==> src/rtl/dfe_isi_canceller.sv <==
// Decision-feedback ISI canceller ahead of the PAM4 slicer: subtracts post-cursor ISI built from past decisions.
// Optional macro DFE_ROUND_EN: round the ISI estimate half-up instead of flooring it.
module dfe_isi_canceller #(
    parameter int PULSE_RESPONSE_LENGTH = 5,
    parameter int SIGNAL_RESOLUTION     = 8,
    parameter int SYMBOL_SEPERATION     = 56,
    parameter int TAP_WIDTH             = 8,
    parameter int TAP_FRAC              = 6,
    parameter int FB_TIMEOUT            = 15,
    localparam int N      = PULSE_RESPONSE_LENGTH,
    localparam int SR     = SIGNAL_RESOLUTION,
    localparam int ADDR_W = $clog2(PULSE_RESPONSE_LENGTH),
    localparam int EST_W  = SIGNAL_RESOLUTION * PULSE_RESPONSE_LENGTH
) (
    input  logic                     clk,
    input  logic                     rstn,
    input  logic signed [SR-1:0]     sample_in,
    input  logic                     s_valid,
    output logic                     s_ready,
    input  logic                     tap_wr,
    input  logic [ADDR_W-1:0]        tap_addr,
    input  logic signed [TAP_WIDTH-1:0] tap_data,
    output logic signed [EST_W-1:0]  estimation,
    output logic                     e_valid,
    input  logic signed [SR-1:0]     fb_value,
    input  logic                     fb_valid,
    output logic                     fb_timeout,
    output logic [1:0]               dbg_state
);

    localparam int SUM_W  = TAP_WIDTH + SR + $clog2(N);
    localparam int DIFF_W = SUM_W + 1;
    localparam int PROD_W = TAP_WIDTH + SR;
    localparam int CNT_W  = $clog2(FB_TIMEOUT + 1);
    localparam logic signed [DIFF_W-1:0] SAT_MAX = DIFF_W'((1 << (SR - 1)) - 1);
    localparam logic signed [DIFF_W-1:0] SAT_MIN = -DIFF_W'(1 << (SR - 1));

    typedef enum logic [1:0] {IDLE = 2'd0, MAC = 2'd1, EMIT = 2'd2, WAIT_FB = 2'd3} state_t;

    state_t state_q, state_d;

    logic signed [TAP_WIDTH-1:0] taps [1:N-1];
    logic signed [SR-1:0]        hist [1:N-1];
    logic signed [SR-1:0]        sample_r;
    logic [CNT_W-1:0]            wait_cnt;

    logic                 sample_ld, est_ld, hist_push, cnt_clr, cnt_inc, timeout_set;
    logic signed [SR-1:0] push_val;

    logic signed [PROD_W-1:0] prod;
    logic signed [SUM_W-1:0]  isi_sum, isi;
    logic signed [DIFF_W-1:0] diff;
    logic signed [SR-1:0]     sat;

    // Handshake: a sample transfers on a clk edge where s_valid && s_ready; e_valid is a
    // single-cycle pulse with no back-pressure; fb_value transfers on fb_valid only in WAIT_FB.
    assign s_ready   = rstn && (state_q == IDLE);
    assign e_valid   = rstn && (state_q == EMIT);
    assign dbg_state = state_q;

    always_ff @(posedge clk) begin
        if (!rstn) state_q <= IDLE;
        else       state_q <= state_d;
    end

    always_comb begin
        state_d     = state_q;
        sample_ld   = 1'b0;
        est_ld      = 1'b0;
        hist_push   = 1'b0;
        push_val    = '0;
        cnt_clr     = 1'b0;
        cnt_inc     = 1'b0;
        timeout_set = 1'b0;
        case (state_q)
            IDLE: begin
                if (s_valid) begin
                    sample_ld = 1'b1;
                    state_d   = MAC;
                end
            end
            MAC: begin
                est_ld  = 1'b1;
                state_d = EMIT;
            end
            EMIT: state_d = WAIT_FB;
            WAIT_FB: begin
                if (fb_valid) begin
                    hist_push = 1'b1;
                    push_val  = fb_value;
                    cnt_clr   = 1'b1;
                    state_d   = IDLE;
                end else if (wait_cnt == CNT_W'(FB_TIMEOUT - 1)) begin
                    // Missed decision: treat it as zero so the history stays aligned to symbols.
                    hist_push   = 1'b1;
                    cnt_clr     = 1'b1;
                    timeout_set = 1'b1;
                    state_d     = IDLE;
                end else begin
                    cnt_inc = 1'b1;
                end
            end
            default: state_d = IDLE;
        endcase
    end

    always_comb begin
        isi_sum = '0;
        prod    = '0;
        for (int k = 1; k < N; k++) begin
            prod    = taps[k] * hist[k];
            isi_sum = isi_sum + SUM_W'(prod);
        end
`ifdef DFE_ROUND_EN
        isi = (isi_sum + SUM_W'(1 << (TAP_FRAC - 1))) >>> TAP_FRAC;
`else
        isi = isi_sum >>> TAP_FRAC;
`endif
        diff = DIFF_W'(sample_r) - DIFF_W'(isi);
        if (diff > SAT_MAX)      sat = SAT_MAX[SR-1:0];
        else if (diff < SAT_MIN) sat = SAT_MIN[SR-1:0];
        else                     sat = diff[SR-1:0];
    end

    always_ff @(posedge clk) begin
        if (!rstn) begin
            for (int k = 1; k < N; k++) begin
                taps[k] <= '0;
                hist[k] <= '0;
            end
            sample_r   <= '0;
            wait_cnt   <= '0;
            estimation <= '0;
            fb_timeout <= 1'b0;
        end else begin
            // Tap 0 is the main cursor and never cancelled, so it has no storage.
            if (state_q == IDLE && tap_wr && tap_addr != '0 && 32'(tap_addr) < N)
                taps[tap_addr] <= tap_data;
            if (sample_ld) sample_r <= sample_in;
            if (est_ld)    estimation <= EST_W'(sat);
            if (hist_push) begin
                for (int k = N - 1; k >= 2; k--) hist[k] <= hist[k-1];
                hist[1] <= push_val;
            end
            if (cnt_clr)      wait_cnt <= '0;
            else if (cnt_inc) wait_cnt <= wait_cnt + 1'b1;
            if (timeout_set) fb_timeout <= 1'b1;
        end
    end

endmodule

==> config.mk <==
export PLATFORM = sky130hd
export DESIGN_NAME = dfe_isi_canceller
export DESIGN_NICKNAME = d
export VERILOG_FILES = /design/src/rtl/dfe_isi_canceller.sv
export SDC_FILE = /design/constraint.sdc
export NUM_CORES = 1
export LEC_CHECK = 0
export CAP_MARGIN = 20
export CORE_AREA = 10 10 187 171
export DETAILED_ROUTE_END_ITERATION = 12
export DIE_AREA = 0 0 197 181
export PLACE_DENSITY = 0.73
export SLEW_MARGIN = 15
export SYNTH_ARGS = -nofsm -noshare
export SYNTH_HDL_FRONTEND = slang
export SYNTH_SLANG_ARGS = --single-unit
==> constraint.sdc <==
create_clock -name clk -period 15.4 [get_ports clk]
set_input_delay 3.85 -clock clk [delete_from_list [all_inputs] [get_ports clk]]
set_output_delay 3.85 -clock clk [all_outputs]
set_load 0.05 [all_outputs]
After elaboration in Yosys (flattened, before gate mapping)
Memory sizes are Yosys's and may differ from the RTL's.
Cells that the tools add are included.
Storage, ports and cells
  logic and storage cells: 73
  bits in read-only memories: 0
  latch bits: 0
  flip-flop bits (word level): 23
  RAM bits: 64
  bits of input ports: 32
  memories: 2
Memories
  hist: words 4, width 8, read ports 4, clocked after memory_dff 0, wr ports 4, RTL line 43  | logic signed [SR-1:0] hist [1:N-1];
  taps: words 4, width 8, read ports 4, clocked after memory_dff 0, wr ports 4, RTL line 42  | logic signed [TAP_WIDTH-1:0] taps [1:N-1];
Operators by class
  $mul: 4
  add/sub/neg operators: 5
  $lt $le $gt $ge: 3
  bitwise gates (word level): 5
  eq/ne operators: 6
  div/mod/pow operators: 0
  reduce and logical (&&, ||, !) cells: 10
  multiplexer cells: 33
  shifts and indexed selects: 0
Operators by type and width (number)
  8-bit two-way mux: 9
  8-bit by 8-bit multiplier with 16-bit output: 4
  18-bit by 16-bit adder with 19-bit output: 1
  1-bit two-way mux: 19
  17-bit by 16-bit adder with 18-bit output: 1
  16-bit by 16-bit adder with 17-bit output: 1
  14-bit by 8-bit > comparator with 1-bit output, second input constant: 1
  14-bit by 8-bit < comparator with 1-bit output, second input constant: 1
  8-bit by 13-bit subtractor with 14-bit output: 1
  2-bit one-hot mux with 4 select lines: 1
  8-bit OR reduction: 1
  2-bit two-way mux: 3
  1-bit logical AND: 5
  4-bit by 1-bit adder with 4-bit output, second input constant: 1
  2-bit equality test, second input constant: 2
  4-bit equality test, second input constant: 1
  1-bit OR: 4
  3-bit < comparator, second input constant: 1
  3-bit two-way mux: 1
  3-bit inequality test, second input constant: 1
  3-bit nonzero test: 1
  2-bit by 1-bit equality test with 1-bit output, second input constant: 1
  2-bit logical NOT: 1
  2-bit inequality test, second input constant: 1
  other kinds (3): 3

Depth between registers and ports, before layout
  depth in word-level cells: 9
  depth in mapped cells: 35

Worst setup path before layout
OpenSTA, ideal clock, no wires.
  kind: input to output
  start: in rstn
  end: out e_valid
  arrival time: 4.753 ns
  stages on the path: 3
  data required time: 11.550 ns
  slack: 6.797 ns
  buffers on the path: 2
  cell sequence: clkbuf_1 clkbuf_1 and2_1
Between the ends
  cells in the longest elaborated chain, start to end: 1
RTL lines
  from (decl): RTL line 16  | input logic rstn,
  1-bit logical AND: RTL line 58  | assign e_valid = rstn && (state_q == EMIT);
  to (decl): RTL line 24  | output logic e_valid,
Every way passes these cells.

Final worst setup path
  start: in rstn
  end: out s_ready
Between the ends
  cells in the longest elaborated chain, start to end: 1
RTL lines
  1-bit logical AND: RTL line 57  | assign s_ready = rstn && (state_q == IDLE);
  to (decl): RTL line 19  | output logic s_ready,
Every way passes these cells.

==> flow_results.xml <==
<?xml version="1.0" encoding="UTF-8"?>
<metrics>
  <group name="run_status">
    <metric name="status" unit="">finished clean</metric>
  </group>
  <group name="setup_path">
    <metric name="worst-setup-path-type" unit="">in2out</metric>
    <metric name="critPathCapture" unit="">s_ready</metric>
    <metric name="timing.rr.start" unit="">hist[0][16]$_SDFFCE_PN0P_</metric>
    <metric name="r2r_setup_slack" unit="ns">6.27</metric>
    <metric name="cp-start-kind" unit="">input pin</metric>
    <metric name="rr_endpoint" unit="">estimation[1]$_SDFFE_PN0N_</metric>
    <metric name="rr_worst_depth" unit="">28</metric>
    <metric name="worstPathRequired" unit="ns">11.55</metric>
    <metric name="timing.critical_path.fanout_max" unit="">28</metric>
    <metric name="cp-startpoint" unit="">rstn</metric>
    <metric name="worstPathArrival" unit="ns">5.99</metric>
    <metric name="category_of_the_worst_setup_path_capture_point" unit="">output port</metric>
  </group>
  <group name="sta">
    <metric name="final_max_slew_viols" unit="">0</metric>
    <metric name="finalHoldWorstSlack" unit="ns">0.467</metric>
    <metric name="finalWorstPathRequiredPeriod" unit="ns">9.84</metric>
    <metric name="worst-slew-pin-transition" unit="ns">1.04</metric>
    <metric name="min_period_over_period" unit="">0.639</metric>
    <metric name="grt_setup_unrepaired" unit="">false</metric>
    <metric name="finClkSkew" unit="ns">0.0111</metric>
    <metric name="setup_total_negative_slack" unit="ns">0</metric>
    <metric name="relative_slew_margins" unit="">0.305</metric>
    <metric name="setup_viol_count_final" unit="">0</metric>
    <metric name="fmax" unit="MHz">102</metric>
    <metric name="final_hold_viol_count" unit="">0</metric>
  </group>
  <group name="grt">
    <metric name="global_route.peak_usage_layer" unit="">met2</metric>
    <metric name="use_met1" unit="">0.270</metric>
    <metric name="globalRouteTotalUtil" unit="">0.204</metric>
    <metric name="grt_start_max_net_pins" unit="">37</metric>
    <metric name="met2_demand_to_capacity_share_in_global_routing" unit="">0.337</metric>
    <metric name="grt_pass1_wl" unit="um">57300</metric>
    <metric name="grt_overflow_total" unit="">0</metric>
    <metric name="grt_pass1_vias" unit="">10900</metric>
    <metric name="antenna_found_initial" unit="">0</metric>
    <metric name="grt.met3_usage" unit="">0.0333</metric>
  </group>
  <group name="clocking">
    <metric name="cts_num_sinks" unit="">87</metric>
    <metric name="cts_setup_buffers" unit="">0</metric>
    <metric name="clk-insertion-delay-late" unit="ns">0.36</metric>
    <metric name="clock_tree.root_cell" unit="">clkbuf_16</metric>
    <metric name="tritoncts" unit="">built</metric>
    <metric name="postCtsHoldBufs" unit="">0</metric>
    <metric name="number_of_cts_inserted_buffers" unit="">9</metric>
    <metric name="level_count_of_the_clock_h_tree" unit="">3</metric>
    <metric name="ctsResizeCount" unit="">0</metric>
    <metric name="clk_path_buf_depth" unit="">2</metric>
    <metric name="clk_pin_slew" unit="ns">0.07</metric>
  </group>
  <group name="detailed_routing">
    <metric name="drc" unit="">0</metric>
    <metric name="drt_iter0_drc" unit="">571</metric>
    <metric name="wire_per_inst" unit="um">17.9</metric>
    <metric name="routed-via-count" unit="">9815</metric>
    <metric name="number_of_iterations_in_the_first_detailed_routing_pass" unit="">5</metric>
    <metric name="drt_wl_total" unit="um">33900</metric>
    <metric name="route.antenna.remaining_nets" unit="">0</metric>
    <metric name="detail_routed_via_count_per_cell" unit="">5.20</metric>
  </group>
  <group name="min_path">
    <metric name="hp-class" unit="">reg2reg</metric>
  </group>
  <group name="final_layout">
    <metric name="area_delta_synth_final" unit="%">7.92</metric>
    <metric name="final_common_cell" unit="">inv_1</metric>
    <metric name="antenna_cells_inserted" unit="">0</metric>
    <metric name="most-common-layout-cells" unit="">inv_1 (373), fa_1 (326), and2_1 (199)</metric>
    <metric name="area_taken_by_multi_input_logic_gates" unit="um2">11100</metric>
    <metric name="layout.filler_cells" unit="">2392</metric>
    <metric name="final-instance-count-excl-fill" unit="">1888</metric>
    <metric name="seqCellArea" unit="um2">2380</metric>
    <metric name="nets" unit="">1996</metric>
    <metric name="fin_util" unit="">0.589</metric>
    <metric name="layout_cell_share_with_drive_strength_beyond_1" unit="">0.0209</metric>
  </group>
  <group name="logic_synthesis">
    <metric name="seq_area_frac_synth" unit="">0.157</metric>
    <metric name="synth_top_family_by_area" unit="">adder cells</metric>
    <metric name="syn_nets" unit="">1960</metric>
    <metric name="synth_cell_type_count" unit="">53</metric>
    <metric name="portion_of_netlist_area_occupied_by_mux_cells" unit="">0.000658</metric>
    <metric name="synthFlopType" unit="">edfxtp_1</metric>
    <metric name="synth_area_per_cell" unit="um2">10.2</metric>
    <metric name="synth_compound_gate_area_share" unit="">0.0394</metric>
    <metric name="synth_largest_area_cell" unit="">fa_1</metric>
    <metric name="syn_area" unit="um2">15200</metric>
    <metric name="synthXorXnorAreaFrac" unit="">0.0224</metric>
    <metric name="synth.top_cells.by_area" unit="">fa_1 (43%), edfxtp_1 (13%), ha_1 (9.5%)</metric>
    <metric name="synthCells" unit="">1487</metric>
    <metric name="synth_simple_gate_area_frac" unit="">0.143</metric>
    <metric name="synth-adder-area-share" unit="">0.524</metric>
    <metric name="synth_enable_flop_cells" unit="">64</metric>
    <metric name="synth.ff_latch_count" unit="">87</metric>
    <metric name="yosysWarningCount" unit="">0</metric>
    <metric name="synth_async_sr_flop_share" unit="">0</metric>
    <metric name="synthDominantCellAreaShare" unit="">0.429</metric>
  </group>
  <group name="floorplan">
    <metric name="ioPinCount" unit="">77</metric>
    <metric name="initial_utilization" unit="">0.545</metric>
    <metric name="dieArea" unit="um2">35700</metric>
    <metric name="coreArea" unit="um2">27900</metric>
    <metric name="fp-row-count" unit="">58</metric>
    <metric name="chipWidth" unit="um">197</metric>
    <metric name="die_height" unit="um">181</metric>
  </group>
  <group name="place">
    <metric name="io_buffer_count" unit="">76</metric>
    <metric name="dp_hpwl" unit="um">29100</metric>
    <metric name="place_inst" unit="">1872</metric>
    <metric name="gpl.final_weighted_congestion" unit="">0.833</metric>
  </group>
  <group name="job">
    <metric name="cap_violations" unit="">0</metric>
  </group>
</metrics>
==> area by class of cell <==
| cell class | count | area share |
|---|---|---|
| inverter | 373 | 0.0853 |
| multi-input combinational | 974 | 0.676 |
| sequential | 87 | 0.145 |
| clock inverter | 5 | 0.00214 |
| tap | 360 | 0.0275 |
| timing repair buffer | 78 | 0.0473 |
| clock buffer | 11 | 0.0161 |
==> critical path: stages <==
cell and delay (ns):
clkdlybuf4s50_1 1.06, and2_1 0.25, clkdlybuf4s50_1 0.81
==> through the flow <==
step                      instance area, um2  setup WS (ns)
after floorplan                        15200           6.80
after global placement                 16100           5.56
after detailed placement               16100           5.57
after CTS                              16400           5.56
after global routing                   16400           5.44
final                                  16400           5.56
==> per-layer routing <==
layer / vias up / part of all wire / wire (um)
met1: 5061 / 0.42 / 14300
met2: 269 / 0.50 / 16900
met3: 44 / 0.054 / 1850
li1: 4441 / - / -
met5: - / 0 / 0
met4: 0 / 0.023 / 791
==> worst min-delay path by stage <==
stage                        startpoint                        to  slack (ns)  depth (start not counted)
3_5_place_dp    fb_timeout$_SDFFE_PN0P_   fb_timeout$_SDFFE_PN0P_        0.46                          1
6_report       sample_r[0]$_SDFFE_PN0P_  sample_r[0]$_SDFFE_PN0P_        0.47                          2
4_1_cts        sample_r[0]$_SDFFE_PN0P_  sample_r[0]$_SDFFE_PN0P_        0.47                          2
3_3_place_gp   sample_r[0]$_SDFFE_PN0P_  sample_r[0]$_SDFFE_PN0P_        0.45                          2
2_1_floorplan  sample_r[0]$_SDFFE_PN0P_  sample_r[0]$_SDFFE_PN0P_        0.44                          2
5_1_grt        sample_r[0]$_SDFFE_PN0P_  sample_r[0]$_SDFFE_PN0P_        0.48                          2
==> kinds of logic (layout without fill, tap and decap cells) <==
logic type,count (synthesis),count (layout)
compound gates,86,86
xor+xnor,38,38
fa+ha+maj,441,441
buf+inv,426,467
flops,87,87
mux,1,1
simple gates,408,408
==> cells in the mapped netlist (4+ instances only) <==
cell / count
a21o_1: 8
fa_1: 326
nor2_1: 34
inv_1: 373
xnor2_1: 25
nand2_1: 114
ha_1: 115
clkbuf_1: 17
and2_1: 199
dfxtp_1: 23
o21ai_1: 5
xor2_1: 12
o21ai_0: 17
o21a_1: 4
a21boi_1: 8
a21oi_1: 21
edfxtp_1: 64
nand2b_1: 17
nor2b_1: 15
nand3_1: 12
and3_1: 4
buf_4: 33
==> state kept, by name (all words and copies together), names as in the netlist <==
name        cells
dbg_state       2
estimation      8
fb_timeout      1
hist           32
sample_r        8
taps           32
wait_cnt        4
Power is left out: the tool's default activity adds up to more than one toggle a clock period on the data nets, which glitch-free logic cannot reach.
